--- src/rtl/data_memory_arbiter.sv ---
// data_memory_arbiter: round-robin two-port sequencer for an asynchronous latch-based data memory
module data_memory_arbiter #(
  parameter int D_ADDR_W        = 12,
  parameter int DATA_W          = 8,
  parameter int WR_PULSE_CYCLES = 1,
  parameter int RD_WAIT_CYCLES  = 1
) (
  input  logic                clk,
  input  logic                rst,
  input  logic [1:0]          req,
  input  logic [1:0]          req_we,
  input  logic [D_ADDR_W-1:0] req_addr0,
  input  logic [D_ADDR_W-1:0] req_addr1,
  input  logic [DATA_W-1:0]   req_wdata0,
  input  logic [DATA_W-1:0]   req_wdata1,
  output logic [1:0]          ack,
  output logic [DATA_W-1:0]   rdata,
  output logic                busy,
  output logic [D_ADDR_W-1:0] mem_addr,
  output logic [DATA_W-1:0]   mem_wdata,
  output logic                mem_write_enable,
  output logic                mem_output_enable,
  input  logic [DATA_W-1:0]   mem_read_data
);
  localparam int CW = $clog2((WR_PULSE_CYCLES > RD_WAIT_CYCLES ? WR_PULSE_CYCLES : RD_WAIT_CYCLES) + 1);
  typedef enum logic [2:0] {IDLE, SETUP, WRITE, HOLD, READ, DONE} state_t;
  state_t state, nxt;
  logic [CW-1:0] cnt, cnt_nxt;
  logic grant, last_grant, pick;
  always_comb begin
    pick = &req ? ~last_grant : req[1];
    nxt = state;
    case (state)
      IDLE:    nxt = ~|req ? IDLE : req_we[pick] ? SETUP : READ;
      SETUP:   nxt = WRITE;
      WRITE:   nxt = cnt == '0 ? HOLD : WRITE;
      HOLD:    nxt = IDLE;
      READ:    nxt = cnt == '0 ? DONE : READ;
      default: nxt = IDLE;
    endcase
    cnt_nxt = nxt != state ? (nxt == WRITE ? CW'(WR_PULSE_CYCLES - 1) : CW'(RD_WAIT_CYCLES - 1)) : cnt - CW'(1);
  end
  // memory pins are registered from the next state so the async memory never sees decode glitches
  always_ff @(posedge clk) begin
    if (rst) begin
      state             <= IDLE;
      cnt               <= '0;
      grant             <= 1'b0;
      last_grant        <= 1'b1;
      mem_addr          <= '0;
      mem_wdata         <= '0;
      rdata             <= '0;
      ack               <= 2'b00;
      busy              <= 1'b0;
      mem_write_enable  <= 1'b0;
      mem_output_enable <= 1'b0;
    end else begin
      state <= nxt;
      cnt   <= cnt_nxt;
      if (state == IDLE && |req) begin
        grant      <= pick;
        last_grant <= pick;
        mem_addr   <= pick ? req_addr1 : req_addr0;
        mem_wdata  <= pick ? req_wdata1 : req_wdata0;
      end
      if (state == READ && cnt == '0) rdata <= mem_read_data;
      mem_write_enable  <= nxt == WRITE;
      mem_output_enable <= nxt == READ;
      busy              <= nxt != IDLE;
      ack               <= (nxt == HOLD || nxt == DONE) ? 2'b01 << grant : 2'b00;
    end
  end
endmodule

--- config.mk ---
export PLATFORM = sky130hd
export DESIGN_NAME = data_memory_arbiter
export DESIGN_NICKNAME = d
export VERILOG_FILES = /design/src/rtl/data_memory_arbiter.sv
export SDC_FILE = /design/constraint.sdc
export NUM_CORES = 1
export LEC_CHECK = 0
export CAP_MARGIN = 20
export CORE_AREA = 4 4 83 85
export CTS_CLUSTER_DIAMETER = 80
export DETAILED_ROUTE_END_ITERATION = 10
export DIE_AREA = 0 0 87 89
export SETUP_SLACK_MARGIN = 0.15
export SYNTH_ARGS = -nofsm -noshare
export SYNTH_HDL_FRONTEND = slang
export SYNTH_SLANG_ARGS = --single-unit
--- constraint.sdc ---
create_clock -name clk -period 1.35 [get_ports clk]
set_input_delay 0.2025 -clock clk [delete_from_list [all_inputs] [get_ports clk]]
set_output_delay 0.2025 -clock clk [all_outputs]
set_load 0.005 [all_outputs]
==> flow_summary.json <==
{
  "dieArea_um2": 7740,
  "fin_crit_ps": 1320,
  "routed_via_density": 4.89,
  "rsz0062_at_grt": "true",
  "drive_gt1_share_pct": 34.8,
  "crit_buf_inv": 1,
  "cp.required_ps": 1550,
  "drt_first_pass_iters": 4,
  "status": "completed",
  "synth-edff-count": 0,
  "intPower_mw": 5.02,
  "drv_cap": 0,
  "synth_top_area_cell": "dfxtp_1",
  "r2r_cells": 4,
  "worstPathCellList": "a21boi_4 -> buf_12 -> mux2_4 -> a211oi_2",
  "setup_viol": 0,
  "clkTransAtPathRegs_ps": 80,
  "io_buffers": 86,
  "critPathSlowestCell": "dfxtp_4",
  "cp.depth": 4,
  "drt-total-wl_um": 5880,
  "initial_core_util_pct": 27.3,
  "finalClockSkew_ps": 8.15,
  "crit_path_end_kind": "register",
  "r2r_slack_ps": 30,
  "gp_congestion": 0.853,
  "crit_fanout": 3,
  "nFillCells": 564,
  "ios": 87,
  "hold_path.class": "input pin to register",
  "cts_num_sinks": 39,
  "synth_nets": 256,
  "power.leakage_nw": 1.41,
  "core_region_area_um2": 6200,
  "cp.arrival_ps": 1530,
  "grt_pass1_wl_um": 9160,
  "ys_ff_latch": 39,
  "drt_iter0_markers": 82,
  "ir_worst_vdd_v": 0.00108,
  "max_stage_delay_ps": 360,
  "ant_nets": 0,
  "max_freq_mhz": 756,
  "grt.overflow.total": 0,
  "clockRootBuffer": "clkbuf_8",
  "worstSetupEndpoint": "mem_output_enable",
  "pwr-share-comb_pct": 60.1,
  "async_reset_ff_share_pct": 0,
  "antennaDiodeCount": 0,
  "synth_area_um2": 1690,
  "fin_crit_sh_pct": 97.9,
  "p_seq_share_pct": 24.8,
  "synthToLayoutAreaGrowth_pct": 103,
  "finalHoldViolCount": 0,
  "clock_path_buffers": 2,
  "antenna_found_initial": 0,
  "synth_area_per_cell_um2": 8.38,
  "synth_top_area_share_pct": 46.1,
  "power.share.clock_pct": 15.1,
  "grt_pass1_vias": 1898,
  "vias": 1909,
  "synth_flop_cell": "dfxtp_1",
  "yosysUniqueCellTypes": 31,
  "timing.slew.headroom_pct": 66.3,
  "holdWs_ps": 443,
  "grt_max_degree": 21,
  "ys_seq_area_share_pct": 46.1,
  "insertion_delay_ps": 290,
  "die_height_um": 89,
  "die_w_um": 87,
  "track_usage_pct": 15.0,
  "drc": 0,
  "post_drt_wl_per_cell_um": 15.1,
  "report.final.slew_viol_count": 0,
  "p_sw_share_pct": 35.1,
  "hpwl_um": 3720,
  "p_switching_mw": 2.72,
  "startpoint_type": "register",
  "reg2reg_to": "mem_output_enable",
  "ctsHoldBuffers": 0,
  "tightest_slew_ps": 505,
  "num_rows": 29,
  "p_per_area_nw_per_um2": 2250,
  "syn_inst": 202,
  "critPathLaunch": "last_grant",
  "htree_levels": 2,
  "cts_buffers": 5,
  "critical_path_class": "register to register",
  "synthTopCellsByArea": "dfxtp_1, nand2_1, a311oi_1",
  "finish.net_count": 366,
  "yosys_warnings": 0,
  "cp_top_family": "compound AO/OA/AOI/OAI gates",
  "r2r_start": "last_grant",
  "cts_tree": "yes",
  "final_util_pct": 55.3
}
==> metal layers <==
| metal | global-route usage (%) | wire length (µm) | share of wire [%] | vias up |
|---|---|---|---|---|
| li1 | - | - | - | 936 |
| met1 | 18.2 | 2420 | 41 | 880 |
| met2 | 25.1 | 2840 | 48 | 77 |
| met3 | 5.07 | 478 | 8.1 | 16 |
| met4 | 4.67 | 137 | 2.3 | 0 |
| met5 | 0 | 0 | 0 | - |
==> layout by cell type (no fill, tap or decap), types with 4 or more instances in the layout <==
cell type / Yosys / layout
dfxtp_2: 0 / 12
a21oi_4: 0 / 5
nand2_1: 58 / 53
buf_4: 6 / 14
clkdlybuf4s50_1: 0 / 51
buf_16: 0 / 4
buf_6: 2 / 8
a21oi_1: 30 / 14
a311oi_1: 20 / 16
buf_12: 0 / 8
clkbuf_8: 0 / 5
a21oi_2: 0 / 11
dfxtp_1: 39 / 24
dlygate4sd2_1: 0 / 35
a311oi_2: 0 / 4
==> synth_stat cells (all sizes together) (2+ instances only) <==
| library cell | n |
|---|---|
| o21ai | 5 |
| a21oi | 30 |
| xnor2 | 2 |
| a311oi | 20 |
| nor2 | 4 |
| clkbuf | 5 |
| dfxtp | 39 |
| buf | 14 |
| nand3 | 3 |
| or3 | 2 |
| nand2 | 58 |
| nor3 | 3 |
| inv | 2 |
==> worst min path at each step <==
stage                      from  endpoint  slack (ps)  cells past startpoint
2_1_floorplan  mem_read_data[0]  rdata[0]         340                      2
3_3_place_gp              grant    ack[0]         430                      1
3_5_place_dp              grant    ack[0]         440                      1
4_1_cts        mem_read_data[6]  rdata[6]         430                      3
5_1_grt        mem_read_data[6]  rdata[6]         440                      3
6_report       mem_read_data[6]  rdata[6]         440                      3
==> timing repair <==
item | 4_1_cts | 5_1_grt
pin swaps | 27 | 23
endpoints found under the setup margin | 69 | 38
gates cloned | 5 | 0
gates resized for setup | 82 | 51
setup buffers | 10 | 1
==> worst register-to-register path: stages (launching register included) <==
cell,delay (ps)
dfxtp_4,360
a21boi_4,170
buf_12,130
mux2_4,320
a211oi_2,250
==> cell families (layout without fill, tap and decap cells) <==
| kind of cell | after synthesis | count (layout) | synth area share, % |
|---|---|---|---|
| XOR/XNOR | 3 | 3 | 1.55 |
| buffers and inverters | 21 | 131 | 7.32 |
| AND/OR/NAND/NOR | 75 | 76 | 19.6 |
| AO/OA/AOI/OAI | 63 | 63 | 24.8 |
| flip-flops | 39 | 39 | 46.1 |
| multiplexers | 1 | 1 | 0.665 |
==> flip-flops by register name (all words and copies together), names as in the netlist <==
signal / cells
mem_addr: 12
mem_wdata: 8
rdata: 8
state: 3
ack: 2
busy: 1
cnt: 1
grant: 1
last_grant: 1
mem_output_enable: 1
mem_write_enable: 1
==> power by group through the flow <==
stage	Sequential, mW	Combinational [mW]	Clock (mW)
detailed placement	1.85	2.93	0
floorplan	1.84	1.57	0
CTS	1.86	4.01	1.20
finish	1.92	4.65	1.17
global placement	1.84	2.92	0
global route	1.97	4.97	1.25
==> layout make-up <==
class                      instances  area, µm²  share of cell area (%)
clock buffer                       5       68.8                    2.00
tap                               77       96.3                    2.81
clock inverter                     3       67.6                    1.97
inverter                           2       7.51                   0.219
timing repair buffer             121       1300                    37.8
sequential                        39        807                    23.5
multi-input combinational        143       1090                    31.7
==> metrics by stage <==
| step | setup TNS, ps | setup slack, ps | total power [mW] | instances | area [µm²] |
|---|---|---|---|---|---|
| after floorplan | 0 | 40.3 | 3.41 | 202 | 1710 |
| after global placement | -7860 | -335 | 4.76 | 366 | 2730 |
| after detailed placement | -8460 | -381 | 4.78 | 366 | 2730 |
| after CTS | 0 | 43.8 | 7.06 | 389 | 3190 |
| after global routing | -132 | -22.5 | 8.20 | 390 | 3430 |
| final | 0 | 28.0 | 7.74 | 390 | 3430 |
Note: power is estimated with default switching activity, not from simulation.
